===== config.mk =====
export PLATFORM = sky130hd
export DESIGN_NAME = hash_request_sequencer
export DESIGN_NICKNAME = d
export VERILOG_FILES = /design/src/rtl/hash_request_sequencer.sv
export SDC_FILE = /design/constraint.sdc
export NUM_CORES = 1
export LEC_CHECK = 0
export ABC_AREA = 0
export BUFFER_PORTS_ARGS = -buffer_cell sky130_fd_sc_hd__buf_2
export CORE_ASPECT_RATIO = 1.4
export CORE_MARGIN = 8
export CORE_UTILIZATION = 25
export CTS_CLUSTER_SIZE = 8
export DETAILED_ROUTE_END_ITERATION = 8
export PLACE_DENSITY = 0.47
export SETUP_SLACK_MARGIN = 0.02
export SLEW_MARGIN = 10
export SYNTH_ARGS = -nofsm -noshare
export SYNTH_HDL_FRONTEND = slang
export SYNTH_SLANG_ARGS = --single-unit

===== constraint.sdc =====
create_clock -name clk -period 1.4 [get_ports clk]
set_input_delay 0.14 -clock clk [delete_from_list [all_inputs] [get_ports clk]]
set_output_delay 0.14 -clock clk [all_outputs]
set_load 0.02 [all_outputs]

===== src/rtl/hash_request_sequencer.sv =====
// hash_request_sequencer: one-in-flight request front-end sequencing table read, controller evaluate and response
module hash_request_sequencer #(
  parameter int KEY_WIDTH        = 2,
  parameter int DATA_WIDTH       = 32,
  parameter int NUMBER_OF_TABLES = 3,
  parameter int MEM_READ_LATENCY = 1
) (
  input  logic                  clk,
  input  logic                  rst,
  input  logic                  req_valid_i,
  output logic                  req_ready_o,
  input  logic [KEY_WIDTH-1:0]  req_key_i,
  input  logic [DATA_WIDTH-1:0] req_data_i,
  input  logic [1:0]            req_op_i,
  output logic [KEY_WIDTH-1:0]  key_o,
  output logic [DATA_WIDTH-1:0] data_o,
  output logic                  mem_read_en_o,
  output logic [1:0]            delete_write_read_o,
  input  logic [DATA_WIDTH-1:0] ctrl_read_data_i,
  input  logic                  ctrl_no_element_found_i,
  input  logic                  ctrl_key_already_present_i,
  input  logic                  ctrl_no_write_space_i,
  input  logic                  ctrl_no_deletion_target_i,
  output logic                  resp_valid_o,
  input  logic                  resp_ready_i,
  output logic [1:0]            resp_op_o,
  output logic [DATA_WIDTH-1:0] resp_data_o,
  output logic [2:0]            resp_status_o
);
  localparam int CW = $clog2(MEM_READ_LATENCY + 1);
  if (MEM_READ_LATENCY < 1 || NUMBER_OF_TABLES < 1) begin : g_bad_params
    $error("hash_request_sequencer: MEM_READ_LATENCY and NUMBER_OF_TABLES must be >= 1");
  end
  typedef enum logic [1:0] {IDLE, READ, EVAL, RESP} state_t;
  state_t                state_q, state_d;
  logic [CW-1:0]         cnt_q, cnt_d;
  logic [KEY_WIDTH-1:0]  key_q, key_d;
  logic [DATA_WIDTH-1:0] data_q, data_d;
  logic [1:0]            op_q, op_d;
  logic [2:0]            status_q, status_d;
  logic [DATA_WIDTH-1:0] rdata_q, rdata_d;
  // next state, request latch and status capture; only flags relevant to the latched op count
  always_comb begin
    state_d  = state_q;
    cnt_d    = cnt_q;
    key_d    = key_q;
    data_d   = data_q;
    op_d     = op_q;
    status_d = status_q;
    rdata_d  = rdata_q;
    case (state_q)
      IDLE: if (req_valid_i && req_op_i != 2'b00) begin
        key_d   = req_key_i;
        data_d  = req_data_i;
        op_d    = req_op_i;
        cnt_d   = '0;
        state_d = READ;
      end
      READ: begin
        cnt_d   = cnt_q + 1'b1;
        state_d = (cnt_q == CW'(MEM_READ_LATENCY - 1)) ? EVAL : READ;
      end
      EVAL: begin
        status_d = (op_q == 2'b01 && ctrl_no_element_found_i)    ? 3'b001 :
                   (op_q == 2'b10 && ctrl_key_already_present_i) ? 3'b010 :
                   (op_q == 2'b10 && ctrl_no_write_space_i)      ? 3'b011 :
                   (op_q == 2'b11 && ctrl_no_deletion_target_i)  ? 3'b100 : 3'b000;
        rdata_d  = (op_q == 2'b01 && status_d == 3'b000) ? ctrl_read_data_i : '0;
        state_d  = RESP;
      end
      default: state_d = resp_ready_i ? IDLE : RESP;
    endcase
  end
  // state and datapath registers
  always_ff @(posedge clk) begin
    if (rst) begin
      state_q  <= IDLE;
      cnt_q    <= '0;
      key_q    <= '0;
      data_q   <= '0;
      op_q     <= 2'b00;
      status_q <= 3'b000;
      rdata_q  <= '0;
    end else begin
      state_q  <= state_d;
      cnt_q    <= cnt_d;
      key_q    <= key_d;
      data_q   <= data_d;
      op_q     <= op_d;
      status_q <= status_d;
      rdata_q  <= rdata_d;
    end
  end
  assign req_ready_o         = state_q == IDLE;
  assign mem_read_en_o       = state_q == READ && cnt_q == '0;
  assign delete_write_read_o = state_q == EVAL ? op_q : 2'b00;
  assign resp_valid_o        = state_q == RESP;
  assign key_o               = key_q;
  assign data_o              = data_q;
  assign resp_op_o           = op_q;
  assign resp_data_o         = rdata_q;
  assign resp_status_o       = status_q;
endmodule

==> metrics, run 1 <==
Pleak=1.98 nW; vias in the first global route=between 2000 and 3000; post-route cell area=roughly 0.0042 sq mm; outcome=complete, no violations; IO Count=152; wire per inst=14.1 microns; GRT Total Usage=0.102; RSZ-0062 raised after global routing=yes; Gate Count Post-Synth=about 270; global-route wire length before repair=12600 microns; Crit Path Class=reg -> out; largest net degree at the start of global routing=79; gr ovfl total=0; share of cells above drive strength 1=0.444; Crit Path Max Fanout=7; n_diodes=0; Min-Delay Path Class=in -> reg; antenna-violating nets left=0; syn_nets=around 350; # H-tree levels=3; total chip power=~0.0057 W; floorplan die height=around 140 microns; nets@finish=slightly below 500; clk_skew=around 0.0054 ns; fillers=around 1200; Hold Slack=between 0.02 and 0.025 ns; Slew Viols, Final=0; Initial Util=0.253; Avg Vias per Cell=between 4 and 5; area grow syn2layout=42.9%; maximum vdd drop=roughly 480 uV; clock transition at the registers of the reported paths=0.06 ns; max cap viols=0; clock root buffer=clkbuf_16; CTS Buf Count=9; total number of vias=around 2400; Placeable Area=~0.012 sq mm; XOR/XNOR Fraction of Synth Area=0; Routed WL=around 8000 microns; post-synth cell types=31; Slew @ Worst Pin=~0.42 ns; global placement routability congestion=~0.7; sequential share of the synthesized area=0.502; Max Root-Sink Buffers=2; CTS tree=yes; register area=0.00149 sq mm; DR pass1 iterations=4; Multi-input gate area=approximately 0.0013 sq mm; Max Freq=between 700 and 800 MHz; First DRT Iteration DRCs=80; synthesized cell area=slightly below 0.003 sq mm; WHS Path Cells=2; CP endpoint kind=primary output; worst r2r path cells=4; crit path DAT=roughly 1.2 ns; setup TNS=0 ns; post-synthesis adder-cell area fraction=0; number of buffers inserted by hold repair at cts=0; largest family of logic cells by synthesized area=simple AND/OR/NAND/NOR gates; Slew Limit Headroom=0.717; syn avg cell area=approximately 11 sq um; Remaining DRCs=0; number of port buffers=roughly 150; WP data required=~1.3 ns; #FFs+latches synth=74; # setup viols final=0; crit start category=flop; compound-gate portion of the synthesized area=0.118; clk_lat worst skew=0.33 ns; pwr dens=1350 mW/mm^2; most frequent cells in the layout=buf_2 (147), dfxtp_1 (72), nand2b_1 (69); DP HPWL=about 5900 microns; initial antenna violation count=0; Period Utilization, post-route=0.970; final hold violation count=0; # clock sinks=74; full die area=between 0.015 and 0.02 sq mm; Post-Synth Simple-Gate Area=0.199; crit path time final=1.36 ns; standard-cell row count=47; mux cell area share after synthesis=0.119; Die Wd=between 100 and 150 microns; Synthesis Warnings=0; Cell Area, Placed=between 0.003 and 0.004 sq mm; commonest non-fill, non-tap cell in the layout=buf_2
## final cells by class
class | count | area share
Sequential cell | 74 | 0.353
Multi-Input combinational cell | 171 | 0.311
Timing Repair Buffer | 160 | 0.209
Clock buffer | 9 | 0.0534
Tap cell | 147 | 0.0436
Clock inverter | 7 | 0.0276
Inverter | 2 | 0.00178
## cells by family after synthesis
kind of cell           after synthesis
AO/OA/AOI/OAI                       43
buffers and inverters               24
flip-flops                          74
multiplexers                        35
AND/OR/NAND/NOR                     93
## report_power, final
group          internal (W)  switching [W]
clock               0.00174       0.000895
sequential          0.00221      0.0000693
combinational      0.000355       0.000416
total               0.00431        0.00138
## flip-flops by register name, summed over array words and instances, names as in the netlist
| name | count |
|---|---|
| state_q | 2 |
| resp_status_o | 3 |
| cnt_q | 1 |
| resp_op_o | 2 |
| key_o | 2 |
| data_o | 32 |
| resp_data_o | 32 |
## final timing paths
kind / start / end / slack [ns]
setup reg to reg: state_q[1]$_SDFFE_PP0P_ / resp_data_o[28]$_SDFFE_PP0P_ / 0.16
hold / removal: ctrl_read_data_i[5] / resp_data_o[5]$_SDFFE_PP0P_ / 0.02
hold reg to reg: resp_status_o[2]$_SDFFE_PP0P_ / resp_status_o[2]$_SDFFE_PP0P_ / 0.46
setup / recovery: state_q[1]$_SDFFE_PP0P_ / mem_read_en_o / 0.04
## through the flow
step                      utilization  setup slack, ns  instances
final                           0.362           0.0423        570
after global routing            0.362         -0.00585        570
after CTS                       0.359           0.0123        569
after detailed placement        0.328           0.0771        553
after global placement          0.328            0.117        553
after floorplan                     -           0.0294        269
## critical path, cell delays in order, from the launching register on
cell     delay [ns]
dfxtp_4        0.37
buf_6          0.13
nor3b_4        0.24
buf_6          0.15
## cell usage after synthesis, drive strengths merged
cell | instances | share of area
inv | 2 | 0.0025
a21oi | 5 | 0.0098
dfxtp | 74 | 0.50
nand4b | 2 | 0.0059
a22o | 32 | 0.095
and3 | 1 | 0.0021
clkbuf | 7 | 0.012
o31ai | 1 | 0.0025
nand2 | 3 | 0.0038
nand3b | 1 | 0.0025
a31oi | 1 | 0.0021
or4 | 1 | 0.0038
nor2 | 6 | 0.0076
nand4 | 1 | 0.0021
o21a | 1 | 0.0025
nand2b | 70 | 0.15
a311oi | 1 | 0.0030
o21ai | 2 | 0.0034
nor3 | 3 | 0.0051
nor4bb | 1 | 0.0034
nor3b | 1 | 0.0025
and2 | 2 | 0.0047
nor2b | 1 | 0.0047
mux2i | 35 | 0.12
buf | 15 | 0.046
## metal layers
metal,GRT usage,routed length (microns)
met3,0.0508,1020
met5,0,0
met2,0.155,3480
met1,0.113,3360
met4,0.0572,149
## repair_timing
| action | in CTS | in global routing |
|---|---|---|
| pin swaps | 0 | 1 |
| buffers inserted | 0 | 1 |
| gates resized for setup | 7 | 8 |
| setup endpoints to repair | 5 | 4 |
| hold endpoints to repair | 0 | 0 |
Power figures use the tool's default switching activity.
==> run 2: changes to the inputs <==
Settings changed: PLACE_DENSITY 0.47 to 0.54.
==> metrics, run 2 (synthesis results as in run 1) <==
wire per inst=14.3 microns (+1.8%); outcome=complete, no violations; global placement routability congestion=0.707 (-0.49%); Crit Path Max Fanout=8 (+1); most frequent cells in the layout=buf_2 (148), dfxtp_1 (72), nand2b_1 (69); CTS Buf Count=9 (unchanged); Avg Vias per Cell=4.32 (+0.77%); n_diodes=0 (unchanged); number of port buffers=151 (unchanged); DR pass1 iterations=4 (unchanged); pwr dens=1270 mW/mm^2 (-6.1%); Crit Path Class=reg -> out; Cell Area, Placed=0.00381 sq mm (-0.33%); largest net degree at the start of global routing=61 (-23%); Routed WL=8300 microns (+3.6%); maximum vdd drop=430 uV (-10%); Power Internal=0.00399 W (-7.5%); floorplan die height=145 microns (unchanged); initial antenna violation count=1 (+1); Placeable Area=0.0116 sq mm (unchanged); final hold violation count=0 (unchanged); post-route cell area=0.00428 sq mm (+1.4%); CTS tree=yes; nets@finish=504 (+2.0%); standard-cell row count=47 (unchanged); Min-Delay Path Class=in -> reg; First DRT Iteration DRCs=86 (+7.5%); # H-tree levels=3 (unchanged); crit path time final=1.34 ns (-0.0140 ns); Initial Util=0.253 (unchanged); slack of the critical path=0.0564 ns (+0.0140 ns); clk_lat worst skew=0.33 ns (about the same); gr ovfl total=0 (unchanged); fillers=1181 (-0.085%); clk_skew=0.00657 ns (+0.00119 ns); Flop pwr share=0.420 (+0.019); RSZ-0062 raised after global routing=yes; GRT Total Usage=0.105 (+0.00354); CP endpoint kind=primary output; Max Freq=744 MHz (+1.0%); DP HPWL=6200 microns (+5.0%); total number of vias=2507 (+2.5%); Pleak=2.00 nW (+1.0%); # setup viols final=0 (unchanged); antenna-violating nets left=0 (unchanged); Slew Limit Headroom=0.522 (-0.195); full die area=0.0156 sq mm (unchanged); total chip power=0.00542 W (-4.7%); Die Wd=108 microns (unchanged); IO Count=152 (unchanged); post-layout util=0.367 (+0.00516); clock transition at the registers of the reported paths=0.06 ns (about the same); WP data required=1.26 ns (about the same); crit path DAT=1.20 ns (-0.02 ns); Slew @ Worst Pin=0.715 ns (+0.295 ns); area grow syn2layout=45.0%; clock share of power=0.429 (-0.034); P_sw=0.00143 W (+3.8%); Post-Place Setup Slack=-0.351 ns (-0.428 ns); vias in the first global route=2566 (+0.39%); commonest non-fill, non-tap cell in the layout=buf_2; Period Utilization, post-route=0.960 (-0.0100); clock root buffer=clkbuf_16; # clock sinks=74 (unchanged); Slew Viols, Final=0 (unchanged); Remaining DRCs=0 (unchanged); crit start category=flop; max cap viols=0 (unchanged); global-route wire length before repair=12900 microns (+2.0%); share of cells above drive strength 1=0.446 (+0.00128); Switching Share=0.265 (+0.0218); Max Root-Sink Buffers=2 (unchanged); Comb pwr share=0.151 (+0.015)
run 2: cell count changes in the layout (fill, tap and decap cells not counted), moves of 2 or more:
| cell | previous run | this run |
|---|---|---|
| buf_6 | 3 | 6 |
| nor2_4 | 0 | 2 |
| bufinv_16 | 3 | 1 |
| dlygate4sd3_1 | 0 | 6 |
| dfxtp_4 | 2 | 0 |
| dfxtp_2 | 0 | 2 |
run 2: path summary, 6_finish.rpt:
| kind | from | to | slack [ns] | depth (start not counted) |
|---|---|---|---|---|
| max | state_q[0]$_SDFFE_PP0P_ | mem_read_en_o | 0.06 | 3 |
| min | ctrl_read_data_i[21] | resp_data_o[21]$_SDFFE_PP0P_ | 0.02 | 2 |
| max reg2reg | state_q[0]$_SDFFE_PP0P_ | resp_status_o[1]$_SDFFE_PP0P_ | 0.08 | 4 |
| min reg2reg | resp_status_o[2]$_SDFFE_PP0P_ | resp_status_o[2]$_SDFFE_PP0P_ | 0.46 | 2 |
run 2: critical path, cell delays in order (launching register included):
cell	delay, ns
dfxtp_2	0.36
buf_6	0.14
nor3b_4	0.23
buf_6	0.15
run 2: timing repair:
item                                    CTS  global route
hold buffers                              6             0
endpoints found under the hold margin     6             0
endpoints found under the setup margin   45            49
gates resized for setup                  11             8
setup buffers                             2             3
pin swaps                                 0             7
run 2: power groups by stage:
| stage | registers, W | clock network, W | logic [W] |
|---|---|---|---|
| finish | 0.00227 | 0.00232 | 0.000820 |
| detailed placement | 0.00232 | 0 | 0.000761 |
| global placement | 0.00231 | 0 | 0.000752 |
| floorplan | 0.00242 | 0 | 0.000379 |
| CTS | 0.00228 | 0.00242 | 0.000808 |
| global route | 0.00229 | 0.00254 | 0.000892 |
run 2: per-stage QoR:
step                hold WS [ns]  TNS (ns)  std cells
floorplan                  0.266         0        269
global placement           0.350     -9.02        553
detailed placement         0.353    -10.77        553
CTS                    0.0000354         0        577
global route              0.0115   -0.0119        580
finish                    0.0217         0        580
run 2: layer usage:
| layer | GRT usage | wire [microns] |
|---|---|---|
| met5 | 0 | 12 |
| met4 | 0.0557 | 178 |
| met3 | 0.0486 | 917 |
| met2 | 0.160 | 3530 |
| met1 | 0.120 | 3660 |
run 2: cell type report:
type | count | area [sq um] | area share
Inverter | 2 | 7.51 | 0.00176
Timing Repair Buffer | 170 | 968 | 0.227
Multi-Input combinational cell | 171 | 1330 | 0.311
Sequential cell | 74 | 1480 | 0.347
Clock inverter | 7 | 76.3 | 0.0179
Clock buffer | 9 | 225 | 0.0527
Tap cell | 147 | 184 | 0.0430
==> run 3: changes to the inputs <==
Settings changed: PLACE_DENSITY 0.54 to 0.56.
Clock period 1.4 ns to 1.1 ns, I/O delays scaled along.
==> metrics, run 3 (synthesis results as in run 1) <==
setup TNS=-8.78 ns (-8.78 ns); total number of vias=2743 (+9.4%); DR pass1 iterations=7 (+3); DP HPWL=6340 microns (+2.2%); Reg2Reg Launch Point=state_q[0]$_SDFFE_PP0P_; Pleak=2.30 nW (+15%); share of cells above drive strength 1=0.468 (+0.0222); register area=0.00149 sq mm (+0.34%); P_sw=0.00194 W (+36%); First DRT Iteration DRCs=82 (-4.7%); Multi-input gate area=0.00137 sq mm (+3.0%); Avg Vias per Cell=4.35 (+0.73%); CTS tree=yes; Die Wd=108 microns (unchanged); crit path DAT=1.25 ns (+0.05 ns); antenna-violating nets left=0 (unchanged); Flop pwr share=0.374 (-0.046); most frequent cells in the layout=buf_2 (144), dfxtp_1 (70), nand2b_1 (69); clock share of power=0.446 (+0.017); Switching Share=0.251 (-0.0132); R2R Path End=resp_status_o[1]$_SDFFE_PP0P_; area grow syn2layout=68.4%; vias in the first global route=2956 (+15%); global placement routability congestion=0.762 (+7.7%); Power Internal=0.00579 W (+45%); Initial Util=0.253 (unchanged); number of port buffers=151 (unchanged); slack of the critical path=-0.257 ns (-0.314 ns); # setup viols final=76 (+76); n_diodes=0 (unchanged); wire per inst=15.6 microns (+9.0%); GRT Max-Usage Layer=met2; final hold violation count=0 (unchanged); IO Count=152 (unchanged); largest net degree at the start of global routing=50 (-18%); full die area=0.0156 sq mm (unchanged); clock transition at the registers of the reported paths=0.06 ns (about the same); pwr dens=1560 mW/mm^2 (+23%); GRT Total Usage=0.121 (+0.0157); Slew Limit Headroom=0.775 (+0.253); standard-cell row count=47 (unchanged); CP endpoint kind=primary output; Slew Viols, Final=0 (unchanged); hold_sp=ctrl_read_data_i[1]; Slew @ Worst Pin=0.337 ns (-0.378 ns); Max Freq=737 MHz; # clock sinks=74 (unchanged); Min-Delay Path Class=in -> reg; floorplan die height=145 microns (unchanged); placed cell count=562 (+1.6%); R2R Setup Slk=-0.25 ns (-0.33 ns); grt met3 use=0.0473 (-0.00134); initial antenna violation count=0 (-1); met2 Usage GRT=0.205 (+0.0441); WHS Path Cells=2 (unchanged); violated checks=setup timing; Routed WL=9830 microns (+18%); clock root buffer=clkbuf_16; crit path time final=between 1 and 1.5 ns; Placeable Area=0.0116 sq mm (unchanged); clk_lat worst skew=0.33 ns (about the same); Max Root-Sink Buffers=2 (unchanged); Worst Hold End=resp_data_o[1]$_SDFFE_PP0P_; nets@finish=554 (+9.9%); Comb pwr share=0.180 (+0.029); outcome=finished with violations; fillers=1122 (-5.0%); RSZ-0062 raised after global routing=yes; Remaining DRCs=0 (unchanged); final std cells w/o fill=630 (+8.6%); max cap viols=0 (unchanged); WP data required=0.99 ns (-0.27 ns); commonest non-fill, non-tap cell in the layout=buf_2; # H-tree levels=3 (unchanged); Crit Path Max Fanout=5 (-3); worst r2r path cells=5 (+1); Crit Path Class=reg -> out; gr ovfl total=0 (unchanged); CTS Buf Count=9 (unchanged); global-route wire length before repair=14800 microns (+15%); crit start category=flop; routing usage on met1=0.130 (+0.0102); clk_skew=0.00775 ns (+0.00118 ns); maximum vdd drop=855 uV (+99%); Period Utilization, post-route=1.23
[run 3: cell types whose count changed in the layout (fill, tap and decap cells not counted), moves of 3 or more]
cell           before  now
a21oi_2             1    4
buf_2             148  144
clkbuf_16           9   12
buf_8               0    3
dlygate4sd3_1       6   31
buf_4               8   17
buf_6               6   16
a21oi_1             4    1
[run 3: area by class of cell]
cell class                      count  area share
Tap cell                          147      0.0370
Clock buffer                        9      0.0454
Clock inverter                      7      0.0249
Multi-Input combinational cell    172       0.276
Inverter                            2     0.00151
Timing Repair Buffer              219       0.315
Sequential cell                    74       0.300
[run 3: worst max path at each step]
stage,end,start,depth (start not counted)
global placement,resp_data_o[28]$_SDFFE_PP0P_,state_q[1]$_SDFFE_PP0P_,3
CTS,delete_write_read_o[1],state_q[0]$_SDFFE_PP0P_,5
finish,delete_write_read_o[1],state_q[0]$_SDFFE_PP0P_,5
global route,delete_write_read_o[1],state_q[0]$_SDFFE_PP0P_,5
detailed placement,resp_data_o[18]$_SDFFE_PP0P_,state_q[0]$_SDFFE_PP0P_,3
floorplan,resp_data_o[0]$_SDFFE_PP0P_,state_q[1]$_SDFFE_PP0P_,6
[run 3: timing repair]
item	CTS	global route
gates resized for setup	41	19
setup endpoints to repair	78	80
hold buffers	31	0
endpoints found under the hold margin	31	0
setup buffers	16	3
pin swaps	6	6
cloned	4	4
[run 3: critical path, cell delays in order, from the launching register on]
cell,delay [ns]
dfxtp_2,0.34
buf_6,0.13
nand2b_4,0.14
buf_6,0.12
nor2_4,0.07
buf_6,0.12
[run 3: power by group through the flow]
stage          sequential (W)  combinational, W  clock (W)
6_report              0.00289           0.00140    0.00345
5_1_grt               0.00291           0.00150    0.00367
4_1_cts               0.00289           0.00141    0.00355
3_5_place_dp          0.00294           0.00102          0
3_3_place_gp          0.00294           0.00101          0
2_1_floorplan         0.00308          0.000485          0
[run 3: per-layer routing]
layer / share of wire / vias up
met5: 0 / -
met4: 0.016 / 0
met3: 0.087 / 14
met2: 0.49 / 123
met1: 0.40 / 1262
li1: - / 1344
[run 3: per-stage QoR]
step                power (W)  worst slack, ns  utilization  hold slack, ns  area, sq um
floorplan             0.00357           -0.119            -           0.232         2970
global placement      0.00395           -0.559        0.334           0.320         3890
detailed placement    0.00396           -0.622        0.334           0.322         3890
CTS                   0.00785           -0.271        0.420        0.000646         4890
global route          0.00808           -0.293        0.426          0.0187         4970
finish                0.00773           -0.257        0.426          0.0156         4970
